<file path="src/rtl/bb_sweep_pkg.sv">
// bb_sweep_pkg: shared widths, sweep FSM state type and golden Breadboard response table
package bb_sweep_pkg;
    localparam int BB_IN_W  = 4;
    localparam int BB_OUT_W = 10;
    typedef enum logic [1:0] {ST_IDLE, ST_SETTLE, ST_DONE} bb_state_t;
    // Entry k is the expected {f9..f0} for input vector k; entry 15 is listed first
    localparam logic [15:0][BB_OUT_W-1:0] BB_GOLDEN = {
        10'h266, 10'h3A2, 10'h18F, 10'h24B, 10'h37C, 10'h0D4, 10'h2B9, 10'h128,
        10'h3F1, 10'h06E, 10'h335, 10'h15A, 10'h2E5, 10'h1C3, 10'h0A7, 10'h194
    };
endpackage

</file>
<file path="src/rtl/bb_golden_rom.sv">
// bb_golden_rom: maps a vector index to the Breadboard's expected 10-bit response
module bb_golden_rom
    import bb_sweep_pkg::*;
(
    input  logic [BB_IN_W-1:0]  i_idx,
    output logic [BB_OUT_W-1:0] o_data
);
    assign o_data = BB_GOLDEN[i_idx];
endmodule

</file>
<file path="src/rtl/breadboard_sweep_ctrl.sv">
// breadboard_sweep_ctrl: steps the Breadboard through every input vector and streams the captured outputs
// Define BB_SWEEP_CHECK_EN to compare each capture against the golden table and count mismatches.
module breadboard_sweep_ctrl
    import bb_sweep_pkg::*;
#(
    parameter int SETTLE_CYCLES = 3,
    parameter int NUM_VEC       = 16
)(
    input  logic                clk,
    input  logic                rst,
    input  logic                start,
    input  logic                abort,
    output logic                busy,
    output logic                done,
    output logic [BB_IN_W-1:0]  bb_in,
    input  logic [BB_OUT_W-1:0] bb_r,
    output logic                cap_valid,
    output logic [BB_IN_W-1:0]  cap_idx,
    output logic [BB_OUT_W-1:0] cap_data,
    output logic                err,
    output logic [4:0]          err_count
);
    localparam logic [7:0]         LAST_CNT = 8'(SETTLE_CYCLES - 1);
    localparam logic [BB_IN_W-1:0] LAST_IDX = BB_IN_W'(NUM_VEC - 1);

    bb_state_t          r_state, w_state_nxt;
    logic [7:0]         r_cnt;
    logic [BB_IN_W-1:0] r_idx;
    logic               r_done;
    logic               w_go, w_cap, w_cap_ok;

    assign w_go     = (r_state == ST_IDLE) && start && !abort;
    assign w_cap    = (r_state == ST_SETTLE) && (r_cnt == LAST_CNT);
    assign w_cap_ok = w_cap && !abort;
    assign busy     = (r_state == ST_SETTLE);
    assign done     = r_done;

    // State register
    always_ff @(posedge clk) begin
        if (rst) r_state <= ST_IDLE;
        else     r_state <= w_state_nxt;
    end

    // Next state: abort drops a running sweep back to IDLE, the final capture moves on to DONE
    always_comb begin
        w_state_nxt = r_state;
        case (r_state)
            ST_IDLE:   w_state_nxt = w_go ? ST_SETTLE : ST_IDLE;
            ST_SETTLE: w_state_nxt = abort ? ST_IDLE : (w_cap && r_idx == LAST_IDX) ? ST_DONE : ST_SETTLE;
            default:   w_state_nxt = ST_IDLE;
        endcase
    end

    // Vector sequencing, capture strobe and the done pulse one cycle after DONE
    always_ff @(posedge clk) begin
        if (rst) begin
            r_cnt     <= '0;
            r_idx     <= '0;
            r_done    <= 1'b0;
            bb_in     <= '0;
            cap_valid <= 1'b0;
            cap_idx   <= '0;
            cap_data  <= '0;
        end else begin
            cap_valid <= w_cap_ok;
            r_done    <= (r_state == ST_DONE) && !abort;
            if (w_go) begin
                r_cnt <= '0;
                r_idx <= '0;
                bb_in <= '0;
            end else if (r_state == ST_SETTLE && !abort) begin
                if (!w_cap) begin
                    r_cnt <= r_cnt + 8'd1;
                end else begin
                    cap_idx  <= r_idx;
                    cap_data <= bb_r;
                    if (r_idx != LAST_IDX) begin
                        r_idx <= r_idx + 1'b1;
                        bb_in <= r_idx + 1'b1;
                        r_cnt <= '0;
                    end
                end
            end
        end
    end

`ifdef BB_SWEEP_CHECK_EN
    logic [BB_OUT_W-1:0] w_gold;
    logic                w_miss;

    bb_golden_rom u_rom (.i_idx(r_idx), .o_data(w_gold));

    assign w_miss = w_cap_ok && (bb_r != w_gold);

    // Sticky mismatch flag and saturating mismatch count, cleared when a sweep starts
    always_ff @(posedge clk) begin
        if (rst || w_go) begin
            err       <= 1'b0;
            err_count <= '0;
        end else if (w_miss) begin
            err       <= 1'b1;
            err_count <= (err_count == 5'd16) ? err_count : err_count + 5'd1;
        end
    end
`else
    assign err       = 1'b0;
    assign err_count = '0;
`endif
endmodule

</file>
<file path="config.mk">
export PLATFORM = sky130hd
export DESIGN_NAME = breadboard_sweep_ctrl
export DESIGN_NICKNAME = d
export VERILOG_FILES = /design/src/rtl/bb_sweep_pkg.sv /design/src/rtl/bb_golden_rom.sv /design/src/rtl/breadboard_sweep_ctrl.sv
export SDC_FILE = /design/constraint.sdc
export NUM_CORES = 1
export LEC_CHECK = 0
export BUFFER_PORTS_ARGS = -buffer_cell sky130_fd_sc_hd__buf_2
export CAP_MARGIN = 30
export CORE_ASPECT_RATIO = 1.25
export CORE_UTILIZATION = 53
export DETAILED_ROUTE_END_ITERATION = 7
export PLACE_DENSITY = 0.81
export RECOVER_POWER = 50
export SETUP_SLACK_MARGIN = 0.2
export SKIP_LAST_GASP = 1
export SYNTH_ARGS = -nofsm -noshare
export SYNTH_HDL_FRONTEND = slang
export SYNTH_HIERARCHICAL = 1
export SYNTH_SLANG_ARGS = --single-unit
</file>
<file path="constraint.sdc">
create_clock -name clk -period 2.8 [get_ports clk]
set_input_delay 0.84 -clock clk [delete_from_list [all_inputs] [get_ports clk]]
set_output_delay 0.84 -clock clk [all_outputs]
set_load 0.02 [all_outputs]
</file>
==> flow_summary.ini, run 1 <==
[floorplanning]
core.rowCount = 19
pin_count = 41
dieWidth_um = 46.6
initial_core_util = 0.577
dieHeight_um = 57.7
dieArea_um2 = 2690
core-area_um2 = 2280

[yosys]
synth_ff_type = dfxtp_1
ys_warn_count = 6
ys_async_sr_fraction = 0
synth-seq-area-share = 0.456
synth_top_area_frac = 0.456
synth_area_per_cell_um2 = 9.02
synth.area.top_cells = dfxtp_1 (46%), nand3_1 (5.7%), a21oi_1 (5.3%), nand2_1 (4.0%), nor2_1 (4.0%)
syn-instance-count = 146
syn_area_um2 = 1320
synth.ff_latch_count = 30
yosysTopAreaCell = dfxtp_1
ys_types = 35
synth_edf_count = 0

[timing]
setup_tns_ns = 0
period_minus_slack_ns = 1.99
maxSlewHeadroom = 0.501
fmax_mhz = 501
finClkSkew_ns = 0.00697
worstMarginPinSlew_ns = 0.749
finalHoldViolCount = 0
post-route-period-util = 0.712
rsz0062_at_grt = no
finalSetupViolCount = 0
drv_slew = 0

[power]
irDropWorstVdd_uv = 555
p_seq_frac = 0.543
swShare = 0.210
clkPwrFrac = 0.411
powerDensity_nw_per_um2 = 514
switching_power_uw = 166
power.internal_uw = 625
p_comb_frac = 0.047
p_leak_uw = 0.000618

[detailed_routing]
wl_um = 2610
post_drt_wl_per_cell_um = 12.2
vias = 1158
drc = 0
initialDrtViolationCount = 31
vias_per_cell = 5.41
detailedRoute.firstPassIterationCount = 4
antenna_left = 0

[setup_path]
crit_arrival_ns = 2.20
worstPathRequired_ns = 3.01
start_kind = flip-flop
critical_path_class = reg2reg
max_stage_delay_ns = 0.50
startpoint = r_cnt[0]$_SDFFE_PP0P_
reg2reg_slack_ns = 0.81
path_cells = inv_1 -> ha_1 -> or4b_1 -> nor2_2 -> o21ai_0 -> o311a_1
r2r_cells = 6
cp.depth = 6
slowest_stage = or4b_1
path_delay_family = simple AND/OR/NAND/NOR gates
r2r_end = r_cnt[0]$_SDFFE_PP0P_
critPathMaxFanout = 14
timing.rr.start = r_cnt[0]$_SDFFE_PP0P_
endpoint_kind = flip-flop
endpoint = r_cnt[0]$_SDFFE_PP0P_
path_buf_inv = 1

[clock_network]
clkSinkCount = 30
cts_buffer_depth = 2
cts_made_buffers = 5
cts_tree = yes
clk_latency_ns = 0.31
hold_buffers = 0
cts-root-buf = clkbuf_4
post_cts_buffers = 0
htree_levels = 2
clk_pin_slew_ns = 0.09
cts.repair.resized = 0

[cells_and_area]
drive_gt1_frac = 0.169
final_cell_area_um2 = 1540
layout-area-overhead-vs-synth_pct = 16.8
num-nets-final = 199
num_antenna_cells = 0

[outcome]
run_status = complete, no violations

[grt]
antenna_found_initial = 0
overflow = 0
grt_pass1_vias = 1014
grt_max_degree = 21
grt_pass1_wl_um = 4120
grt_use_total = 0.211

[job]
drv_cap = 0

[place]
gp_congestion = 0.922
place_area_um2 = 1480
hpwl_um = 1880
port_buffers = 34

[hold_path]
hold_path.class = reg2reg
-- cells in the mapped netlist, types with 2 or more instances --
cell and number:
or3_1 4, mux2i_1 5, nand4_1 2, xor2_1 5, a21oi_1 14, and3_1 2
buf_4 6, nand2_1 14, nor4b_1 2, nand3_1 15, clkbuf_1 4, dfxtp_1 30
o21ai_0 3, nor3_1 4, ha_1 3, nor2_1 14
-- layout make-up --
class                   count  area, um^2
clock buffers               5        37.5
clock inverters             3        40.0
fillers                   203         743
inverters                   1        3.75
multi-input cells         108         656
flip-flops and latches     30         601
well taps                  31        38.8
repair buffers             36         163
-- power by group through the flow --
stage	clock network (uW)	logic [uW]	registers [uW]
finish	325	37.0	429
global route	350	41.3	429
CTS	330	37.4	429
detailed placement	0	37.3	439
global placement	0	36.4	439
floorplan	0	29.6	439
-- layer usage --
metal | global-route usage | wire length (um) | up-vias
li1 | - | - | 574
met1 | 0.236 | 1060 | 527
met2 | 0.359 | 1320 | 49
met3 | 0.0498 | 160 | 8
met4 | 0.101 | 68 | 0
met5 | 0 | 0 | -
-- worst reg2reg max path, cell delays in order (launching register included) --
cell,delay [ns]
dfxtp_1,0.33
inv_1,0.09
ha_1,0.19
or4b_1,0.50
nor2_2,0.47
o21ai_0,0.17
o311a_1,0.15
-- state kept, by name, summed over array words and instances (netlist names) --
| register | count |
|---|---|
| r_cnt | 8 |
| cap_idx | 4 |
| r_state | 2 |
| cap_valid | 1 |
| r_idx | 4 |
| cap_data | 10 |
| done | 1 |
-- cells by family after synthesis --
kind of cell / after synthesis / synth area share
buffers and inverters: 13 / 0.0608
and+or+nand+nor: 69 / 0.297
AOI/OAI and AO/OA: 19 / 0.0769
DFF: 30 / 0.456
adders and majority gates: 3 / 0.0285
other: 1 / 0.00285
xor gates and xnor gates: 6 / 0.0399
muxes: 5 / 0.0380
-- layout by cell type, fill, tap and decap left out, types with 5 or more instances in the layout --
| master | instances |
|---|---|
| dfxtp_1 | 30 |
| clkbuf_1 | 18 |
| buf_2 | 16 |
| nand3_1 | 15 |
| nor2_1 | 14 |
| nand2_1 | 14 |
| a21oi_1 | 14 |
| conb_1 | 6 |
| mux2i_1 | 5 |
| xor2_1 | 5 |
| clkbuf_4 | 5 |
-- worst min-delay path by stage --
stage | cells past startpoint | end | from | slack [ns]
floorplan | 2 | r_cnt[1]$_SDFFE_PP0P_ | r_cnt[1]$_SDFFE_PP0P_ | 0.48
global placement | 2 | cap_data[6]$_SDFFE_PP0P_ | cap_data[6]$_SDFFE_PP0P_ | 0.44
detailed placement | 2 | cap_data[1]$_SDFFE_PP0P_ | cap_data[1]$_SDFFE_PP0P_ | 0.45
CTS | 2 | cap_data[1]$_SDFFE_PP0P_ | cap_data[1]$_SDFFE_PP0P_ | 0.46
global route | 2 | cap_data[1]$_SDFFE_PP0P_ | cap_data[1]$_SDFFE_PP0P_ | 0.48
finish | 2 | cap_data[1]$_SDFFE_PP0P_ | cap_data[1]$_SDFFE_PP0P_ | 0.46
-- stage by stage --
stage	hold slack [ns]	power (uW)	cells	setup WS, ns	utilization
after floorplan	0.482	468	151	0.887	-
after global placement	0.440	475	206	0.714	0.650
after detailed placement	0.446	476	206	0.658	0.650
after CTS	0.458	797	214	0.833	0.684
after global routing	0.475	821	214	0.673	0.674
final	0.465	791	214	0.805	0.674
(Power assumes the default switching activity.)
==> inputs of run 2 (changes only) <==
ABC_AREA = 1   (was unset)
CORE_UTILIZATION = 50   (was 53)
PLACE_DENSITY = 0.76   (was 0.81)
clock period = 2 ns   (was 2.8 ns; I/O delays follow)
==> flow_summary.ini, run 2 <==
[outcome]
run_status = complete, no violations

[yosys]
synth_ff_type = dfxtp_1
synth_top_area_frac = 0.422
ys_async_sr_fraction = 0
ys_warn_count = 6
synth-adder-area-share = 0.0264
syn-instance-count = 195
synth_compound_area_frac = 0.104
syn_area_um2 = 1420
synth_area_per_cell_um2 = 7.30
synth_common_cells = nor2_1 (40), nand2_1 (31), dfxtp_1 (30)
yosysTopAreaCell = dfxtp_1
synth-simple-area-share = 0.321
synth_top_family_by_area = simple AND/OR/NAND/NOR gates
synth_mux_area_frac = 0
ys_types = 27
synth_most_common_cell = nor2_1
synth_edf_count = 0
synth-seq-area-share = 0.422
synth.area.top_cells = dfxtp_1 (42%), nor2_1 (11%), nand2_1 (8.2%), inv_1 (5.8%), o21ai_0 (4.9%)
synth.ff_latch_count = 30
synth_xor_area_frac = 0.00615

[cells_and_area]
fin_cells = 273
layout-area-overhead-vs-synth_pct = 19.1
num-nets-final = 255
final_cell_area_um2 = 1700
final_cell_mix = nor2_1 (40), nand2_1 (31), dfxtp_1 (30), inv_1 (22), clkbuf_1 (20)
num_antenna_cells = 0
top_register = cap_data
top_regs = cap_data: 10 flops, r_cnt: 8 flops
final_common_cell = nor2_1
largest_reg_flops = 10
drive_gt1_frac = 0.155
utilization = 0.633

[timing]
rsz0062_at_grt = no
fmax_mhz = 579
finalSetupViolCount = 0
setup_tns_ns = 0
period_minus_slack_ns = 1.73
finClkSkew_ns = 0.00748
drv_slew = 0
finalHoldViolCount = 0
post-route-period-util = 0.864
whs_ns = 0.467

[grt]
grt_pass1_vias = 1151
grt_max_degree = 17
grt_use_total = 0.201
grt_pass1_wl_um = 4640
antenna_found_initial = 0
overflow = 0

[setup_path]
endpoint_kind = output pin
max_stage_delay_ns = 0.36
reg2reg_slack_ns = 0.37
worstPathRequired_ns = 1.40
path_cells = inv_1 -> nor2_4 -> buf_4
path_delay_family = flip-flops
r2r_end = r_cnt[1]$_SDFFE_PP0P_
timing.rr.start = r_idx[0]$_SDFFE_PP0P_
critPathMaxFanout = 3
slowest_stage = dfxtp_1
cp.depth = 3
crit_arrival_ns = 1.13
startpoint = r_state[0]$_SDFF_PP0_
start_kind = flip-flop
critical_path_class = reg2out
path_buf_inv = 2
r2r_cells = 7

[power]
irDropWorstVdd_uv = 641
powerDensity_nw_per_um2 = 667
p_leak_uw = 0.000779

[clock_network]
htree_levels = 2
cts_made_buffers = 5
cts_buffer_depth = 2
clk_pin_slew_ns = 0.09
clk_latency_ns = 0.33
cts-root-buf = clkbuf_4
cts_tree = yes
clkSinkCount = 30

[floorplanning]
dieWidth_um = 49.7
core-area_um2 = 2680
dieHeight_um = 61.7
pin_count = 41
dieArea_um2 = 3070
core.rowCount = 21
initial_core_util = 0.531

[detailed_routing]
post_drt_wl_per_cell_um = 10.2
vias = 1320
initialDrtViolationCount = 31
detailedRoute.firstPassIterationCount = 4
wl_um = 2790
vias_per_cell = 4.84
drc = 0
antenna_left = 0

[place]
dp.cells = 261
place_area_um2 = 1600
hpwl_um = 2000
port_buffers = 34
gp_congestion = 0.804

[hold_path]
min_from = r_state[0]$_SDFF_PP0_
hold_path.class = reg2reg
whs_path_depth = 1
hold_end = done$_SDFF_PP0_

[job]
drv_cap = 0
[run 2: changes by cell type after synthesis, moves of 5 or more]
| cell | previous run | this run |
|---|---|---|
| o21ai_0 | 3 | 14 |
| inv_1 | 1 | 22 |
| nor2_1 | 14 | 40 |
| mux2i_1 | 5 | 0 |
| nand2_1 | 14 | 31 |
[run 2: stage by stage]
step,setup WS (ns),power [uW]
floorplan,0.489,656
global placement,0.331,673
detailed placement,0.307,674
CTS,0.251,1140
global route,0.157,1170
finish,0.272,1130
[run 2: cell families after synthesis]
group	count (synthesis)
xor+xnor	1
buf+inv	33
simple gates	98
compound gates	29
fa+ha+maj	3
flops	30
other cells	1
[run 2: metal layers]
layer  wire (um)  vias up  global-route usage
met5           0        -                   0
met4          31        0              0.0857
met3         146        5              0.0667
met2        1330       35               0.359
met1        1280      576               0.221
li1            -      704                   -
[run 2: worst max-delay path by stage]
stage	slack, ns	endpoint
after detailed placement	0.31	r_cnt[6]$_SDFFE_PP0P_
after CTS	0.25	busy
after global placement	0.33	r_cnt[7]$_SDFFE_PP0P_
after floorplan	0.49	r_cnt[1]$_SDFFE_PP0P_
final	0.27	busy
after global routing	0.16	r_cnt[1]$_SDFFE_PP0P_
[run 2: layout make-up]
cell class                 count  area (um^2)
clock inverter                 3         40.0
inverter                      23         88.8
tap                           34         42.5
fill                         249          985
multi-input combinational    137          673
clock buffer                   5         37.5
timing repair buffer          41          213
sequential                    30          601
[run 2: power breakdown]
part	internal [uW]	total [uW]	switching [uW]
Sequential	599	601	1.74
Combinational	20.2	60.9	40.7
Clock	259	470	211
[run 2: timing repair]
action                                  CTS  global route
gates resized for setup                   0             2
endpoints found under the setup margin    0             7
hold buffers                              0             0
setup buffers                             0             4
